$ cat src/rtl/serial_add_ctrl.sv
// serial_add_ctrl: bit-serial adder controller, one full-adder cell stepped LSB first over WIDTH cycles.
// Optional build macro SERIAL_ADD_SUB_EN adds a 'sub' port for two's-complement subtraction.

module fa_1bit (
   input  logic i0,
   input  logic i1,
   input  logic cin,
   output logic cout,
   output logic sum
);
   assign sum  = i0 ^ i1 ^ cin;
   assign cout = (i0 & i1) | (cin & (i0 ^ i1));
endmodule

module serial_add_ctrl #(
   parameter int WIDTH = 8
) (
   input  logic             clk,
   input  logic             rst_n,
   input  logic             start,
   input  logic [WIDTH-1:0] a,
   input  logic [WIDTH-1:0] b,
   input  logic             cin,
`ifdef SERIAL_ADD_SUB_EN
   input  logic             sub,
`endif
   output logic             busy,
   output logic             done,
   output logic [WIDTH-1:0] sum,
   output logic             cout
);
   localparam int CW = $clog2(WIDTH);

   typedef enum logic {IDLE, RUN} state_t;

   state_t           state, state_nx;
   logic [CW-1:0]    cnt;
   logic             carry;
   logic [WIDTH-1:0] opa, opb, sr, sr_nx, b_cap;
   logic             c_cap, fa_c, fa_s, last;

`ifdef SERIAL_ADD_SUB_EN
   assign b_cap = sub ? ~b : b;
   assign c_cap = sub | cin;
`else
   assign b_cap = b;
   assign c_cap = cin;
`endif

   assign last  = cnt == CW'(WIDTH - 1);
   assign busy  = state == RUN;
   assign sr_nx = WIDTH'({fa_s, sr} >> 1);

   fa_1bit u_fa (
      .i0  (opa[0]),
      .i1  (opb[0]),
      .cin (carry),
      .cout(fa_c),
      .sum (fa_s)
   );

   // state register
   always_ff @(posedge clk) begin
      if (!rst_n) state <= IDLE;
      else        state <= state_nx;
   end

   // next state: accept start when idle, return to idle after the last bit step
   always_comb begin
      state_nx = state;
      if (state == IDLE) state_nx = start ? RUN : IDLE;
      else               state_nx = last ? IDLE : RUN;
   end

   // datapath: operand capture, bit stepping, result commit and done pulse
   always_ff @(posedge clk) begin
      if (!rst_n) begin
         cnt   <= '0;
         carry <= 1'b0;
         opa   <= '0;
         opb   <= '0;
         sr    <= '0;
         sum   <= '0;
         cout  <= 1'b0;
         done  <= 1'b0;
      end else begin
         done <= 1'b0;
         if (state == IDLE) begin
            if (start) begin
               opa   <= a;
               opb   <= b_cap;
               carry <= c_cap;
               cnt   <= '0;
            end
         end else begin
            carry <= fa_c;
            sr    <= sr_nx;
            opa   <= opa >> 1;
            opb   <= opb >> 1;
            cnt   <= cnt + 1'b1;
            if (last) begin
               sum  <= sr_nx;
               cout <= fa_c;
               done <= 1'b1;
            end
         end
      end
   end
endmodule

$ cat config.mk
export PLATFORM = sky130hd
export DESIGN_NAME = serial_add_ctrl
export DESIGN_NICKNAME = d
export VERILOG_FILES = /design/src/rtl/serial_add_ctrl.sv
export SDC_FILE = /design/constraint.sdc
export NUM_CORES = 1
export LEC_CHECK = 0
export CELL_PAD_IN_SITES_DETAIL_PLACEMENT = 1
export CELL_PAD_IN_SITES_GLOBAL_PLACEMENT = 1
export CORE_MARGIN = 2
export CORE_UTILIZATION = 35
export DETAILED_ROUTE_END_ITERATION = 8
export PLACE_DENSITY_LB_ADDON = 0.25
export SLEW_MARGIN = 40
export SYNTH_ARGS = -nofsm -noshare
export SYNTH_HDL_FRONTEND = slang
export SYNTH_HIERARCHICAL = 1
export SYNTH_SLANG_ARGS = --single-unit
$ cat constraint.sdc
create_clock -name clk -period 1.3 [get_ports clk]
set_clock_uncertainty 0.15 [all_clocks]
set_input_delay 0.325 -clock clk [delete_from_list [all_inputs] [get_ports clk]]
set_output_delay 0.325 -clock clk [all_outputs]
set_load 0.01 [all_outputs]
Word level (Yosys, flattened, before mapping)
Cells that the tools add are included.
Storage, ports and cells
  flip-flop bits (word level): 39
  logic and storage cells: 35
  output and inout bits: 11
Operators by class
  mux-type cells: 12
  add/subtract/negate cells: 1
  bitwise logic cells: 6
  equal/unequal tests: 1
  reduce and logical (&&, ||, !) cells: 4
Operator list (count)
  $mux W7: 4
  $mux W1: 6
  $mux W3: 2
  $reduce_and A2 Y1: 2
  $add A3 B1 Y3 const B: 1
  $eq A3 B3 Y1 const B: 1
  $and A1 B1 Y1: 2
  $reduce_bool A2 Y1: 1
  $reduce_or A2 Y1: 1
  $xor A1 B1 Y1: 2
  $not A1 Y1: 1
  $or A1 B1 Y1: 1

Longest topological paths before layout
  depth in word-level cells: 4
  mapped depth: 6

Hierarchy
Netlist, hierarchy kept.
Modules (own cells, without submodules)
  serial_add_ctrl: area an instance 1621.6 um^2, cells each 159, instances 1
  fa_1bit: area an instance 20.0 um^2, cells each 1, instances 1

Worst setup path before layout
No wires, ideal clock.
  path type: register to register
  start point: register cnt[0]
  end point: register cout
  slack: -0.108 ns
  path buffers: 2
  setup time: 0.132 ns
  data arrival time: 1.126 ns
  required time: 1.018 ns
  cell stages (with the launch flop): 7
  clock period less this slack: 1.408 ns
  cells stage by stage: dfxtp_1 -> ha_1 -> ha_1 -> clkbuf_2 -> buf_2 -> nand3_1 -> a21oi_1
Between the ends
  longest elaborated chain between the ends: 2
Ends and longest elaborated chain
  start: declaration: line 37  | logic [CW-1:0] cnt;
  start signal: assignment: line 100  | cnt <= cnt + 1'b1;
  $eq A3 B3 Y1: line 50  | assign last = cnt == CW'(WIDTH - 1);
  $reduce_and A2 Y1 (no source line)
  end signal: assignment: line 84  | cout <= 1'b0;
  end signal: assignment: line 103  | cout <= fa_c;
  end: declaration: line 30  | output logic cout
Every way passes these cells.
A chain may end at the register's enable or synchronous reset.

Final worst setup path
Ends and elaborated chain as after synthesis.

==> metrics.csv <==
metric,value,unit
status,"complete, but fails checks",
failed_checks,setup timing,
p_leak,0.9461,nW
cts.sinks,38,
min_period_over_period,104.7,%
synthesis.nets,184,
ys_top_cells_by_area,"dfxtp_1, mux2i_1, a211oi_1, nor2b_1, a21bo_2",
wl_per_cell,16.26,um
gp_routability_congestion,0.7287,
maxCapViolCount,0,
hp-class,reg2reg,
antenna_found_initial,0,
drtIter0Drc,35,
power,2.591,mW
drv_slew,0,
multi_input_area,932.1,sq um
worst_ep_required_time,1.38,ns
swShare,23.62,%
die_h,72.49,um
critPathCaptureType,register,
coreArea,4444,sq um
arrival,1.44,ns
start_util,36.94,%
yosys_most_used_dff,dfxtp_1,
post-dp-hpwl,2597,um
start_kind,register,
vias_per_cell,5.276,
path_common_cell,ha_4,
antenna_cells,0,
root_buffer,clkbuf_8,
peakVddDrop,0.6105,mV
grt_first_pass_wirelength,6831,um
synth_warnings,6,
htreeDepth,2,
routed_wl,4130,um
use_met2,28.85,%
worst_pin_slew,0.2454,ns
clkSlewWorstSetupHoldPaths,0.08,ns
combPwrFrac,13.8,%
syn_area,1642,sq um
ctsHoldBuffers,0,
vias,1340,
ioPinCount,31,
p_int,1.979,mW
crit_path_max_incr_delay,0.34,ns
grt_use_total,16.70,%
grt-ovfl-total,0,
ant_nets,0,
p_seq_share,48.5,%
ys_seq_elements,38,
postSynthAreaPerCell,10.26,sq um
row_count,24,
cts_max_path_buffers,2,
synth_cell_type_count,23,
yosysTopAreaCell,dfxtp_1,
dr.pass1.iters,4,
netSwitchingPower,0.6118,mW
critical_path_class,reg2reg,
busiest_layer,met2,
use_met3,4.722,%
rsz0062_at_grt,true,
fin_crit,1.361,ns
grt_max_degree,35,
synth_cells,160,
numCtsBuffers,5,
setup_viol,11,
nNetsFinal,225,
synthMostInstantiatedCell,dfxtp_1,
ys_async_sr_fraction,0,%
setup_slack,-0.06084,ns
power.density,1095,nW/um^2
p_clk_share,37.7,%
yosys-top-cells-count,"dfxtp_1, mux2i_1, a211oi_1, nor2b_1, a21oi_1",
crit_path_cell_trace,ha_4 -> ha_4 -> buf_12 -> a21bo_4 -> a21oi_2,
finalHoldViolCount,0,
synth_top_area_share,46.34,%
drive_above_1_share,40.59,%
cp_max_fo,5,
die_w,72.49,um
ys_seq_area_share,46.34,%
use_met1,19.76,%
insertion_delay,0.29,ns
max_freq,0.7348,GHz
first_global_vias,1485,
seq_area,774.5,sq um
cts_tree,done,
crit_slowest_cell,dfxtp_2,
preCtsSetupSlack,-0.4458,ns
drc,0,
fill_cells,478,
die_area,5254,sq um
synth_edf_count,0,
port_buffers,30,
syn2layout_area_growth,44.06,%
maxSlewHeadroom,83.64,%
per-stage QoR:
stage          util (%)  cell area (sq um)  cells  TNS [ns]  hold slack, ns
2_1_floorplan         -               1733    160         0          0.3059
3_3_place_gp      47.10               2093    236    -9.442          0.3143
3_5_place_dp      47.10               2093    236    -11.10          0.3333
4_1_cts           51.32               2281    252   -0.3874          0.3267
5_1_grt           53.21               2365    254   -0.7416          0.3662
6_report          53.21               2365    254   -0.3773          0.3390
layout by cell type (no fill, tap or decap), types with 8 or more instances in the layout:
master / Yosys / routed
nor2_1: 9 / 9
a21oi_2: 0 / 10
buf_4: 2 / 8
nand3_2: 0 / 9
nor2b_1: 15 / 15
a211oi_1: 15 / 11
dfxtp_2: 0 / 8
dfxtp_1: 38 / 29
mux2i_1: 24 / 24
buf_2: 4 / 10
a21bo_2: 9 / 8
clkdlybuf4s50_1: 0 / 18
worst paths after layout:
kind	from	endpoint	slack, ns	depth (start not counted)
hold reg to reg	sr[7]$_SDFFE_PN0P_	sum[6]$_SDFFE_PN0P_	0.34	2
hold / removal	sr[7]$_SDFFE_PN0P_	sum[6]$_SDFFE_PN0P_	0.34	2
setup reg to reg	cnt[0]$_SDFFE_PN0P_	cout$_SDFFE_PN0P_	-0.06	5
setup / recovery	cnt[0]$_SDFFE_PN0P_	cout$_SDFFE_PN0P_	-0.06	5
per-layer routing:
| layer | part of all wire (%) | up-vias | wire length [um] |
|---|---|---|---|
| met2 | 50 | 28 | 2070 |
| met3 | 5.2 | 8 | 213 |
| li1 | - | 647 | - |
| met1 | 43 | 657 | 1785 |
| met4 | 1.5 | 0 | 61 |
| met5 | 0 | - | 0 |
power by group through the flow:
stage | sequential, mW | clock [mW] | combinational, mW
2_1_floorplan | 1.27 | 0 | 0.190
3_3_place_gp | 1.28 | 0 | 0.300
3_5_place_dp | 1.28 | 0 | 0.316
4_1_cts | 1.26 | 1.01 | 0.333
5_1_grt | 1.26 | 1.06 | 0.391
6_report | 1.26 | 0.978 | 0.357
critical path: cells and delay by family, from the launching register on:
family	cells	cell delay (ns)
fa+ha+maj	2	0.35
buf+inv	1	0.13
compound gates	2	0.33
flops	1	0.34
timing repair:
action	in CTS	in global routing
setup buffers	8	1
pin swaps	11	6
cloned	0	1
setup endpoints to repair	40	33
resized for setup	65	13
flip-flops by register name (all words and copies together), names as in the netlist:
register  count
cnt           3
opa           8
sum           8
opb           8
done          1
sr            7
busy          1
carry         1
cout          1
cells by family after synthesis:
| logic type | synth area share, % |
|---|---|
| adder cells (fa/ha/maj) | 3.506 |
| multiplexers | 14.63 |
| buffers and inverters | 5.182 |
| flip-flops | 46.34 |
| AND/OR/NAND/NOR | 13.72 |
| AO/OA/AOI/OAI | 16.62 |
area by class of cell:
cell class / count / area share (%)
clock buffers: 5 / 2.910
clock inverters: 3 / 1.693
inverters: 2 / 0.4762
multi-input cells: 107 / 39.42
flip-flops and latches: 38 / 32.75
well taps: 52 / 2.751
repair buffers: 47 / 20.00
Power figures use the tool's default switching activity.
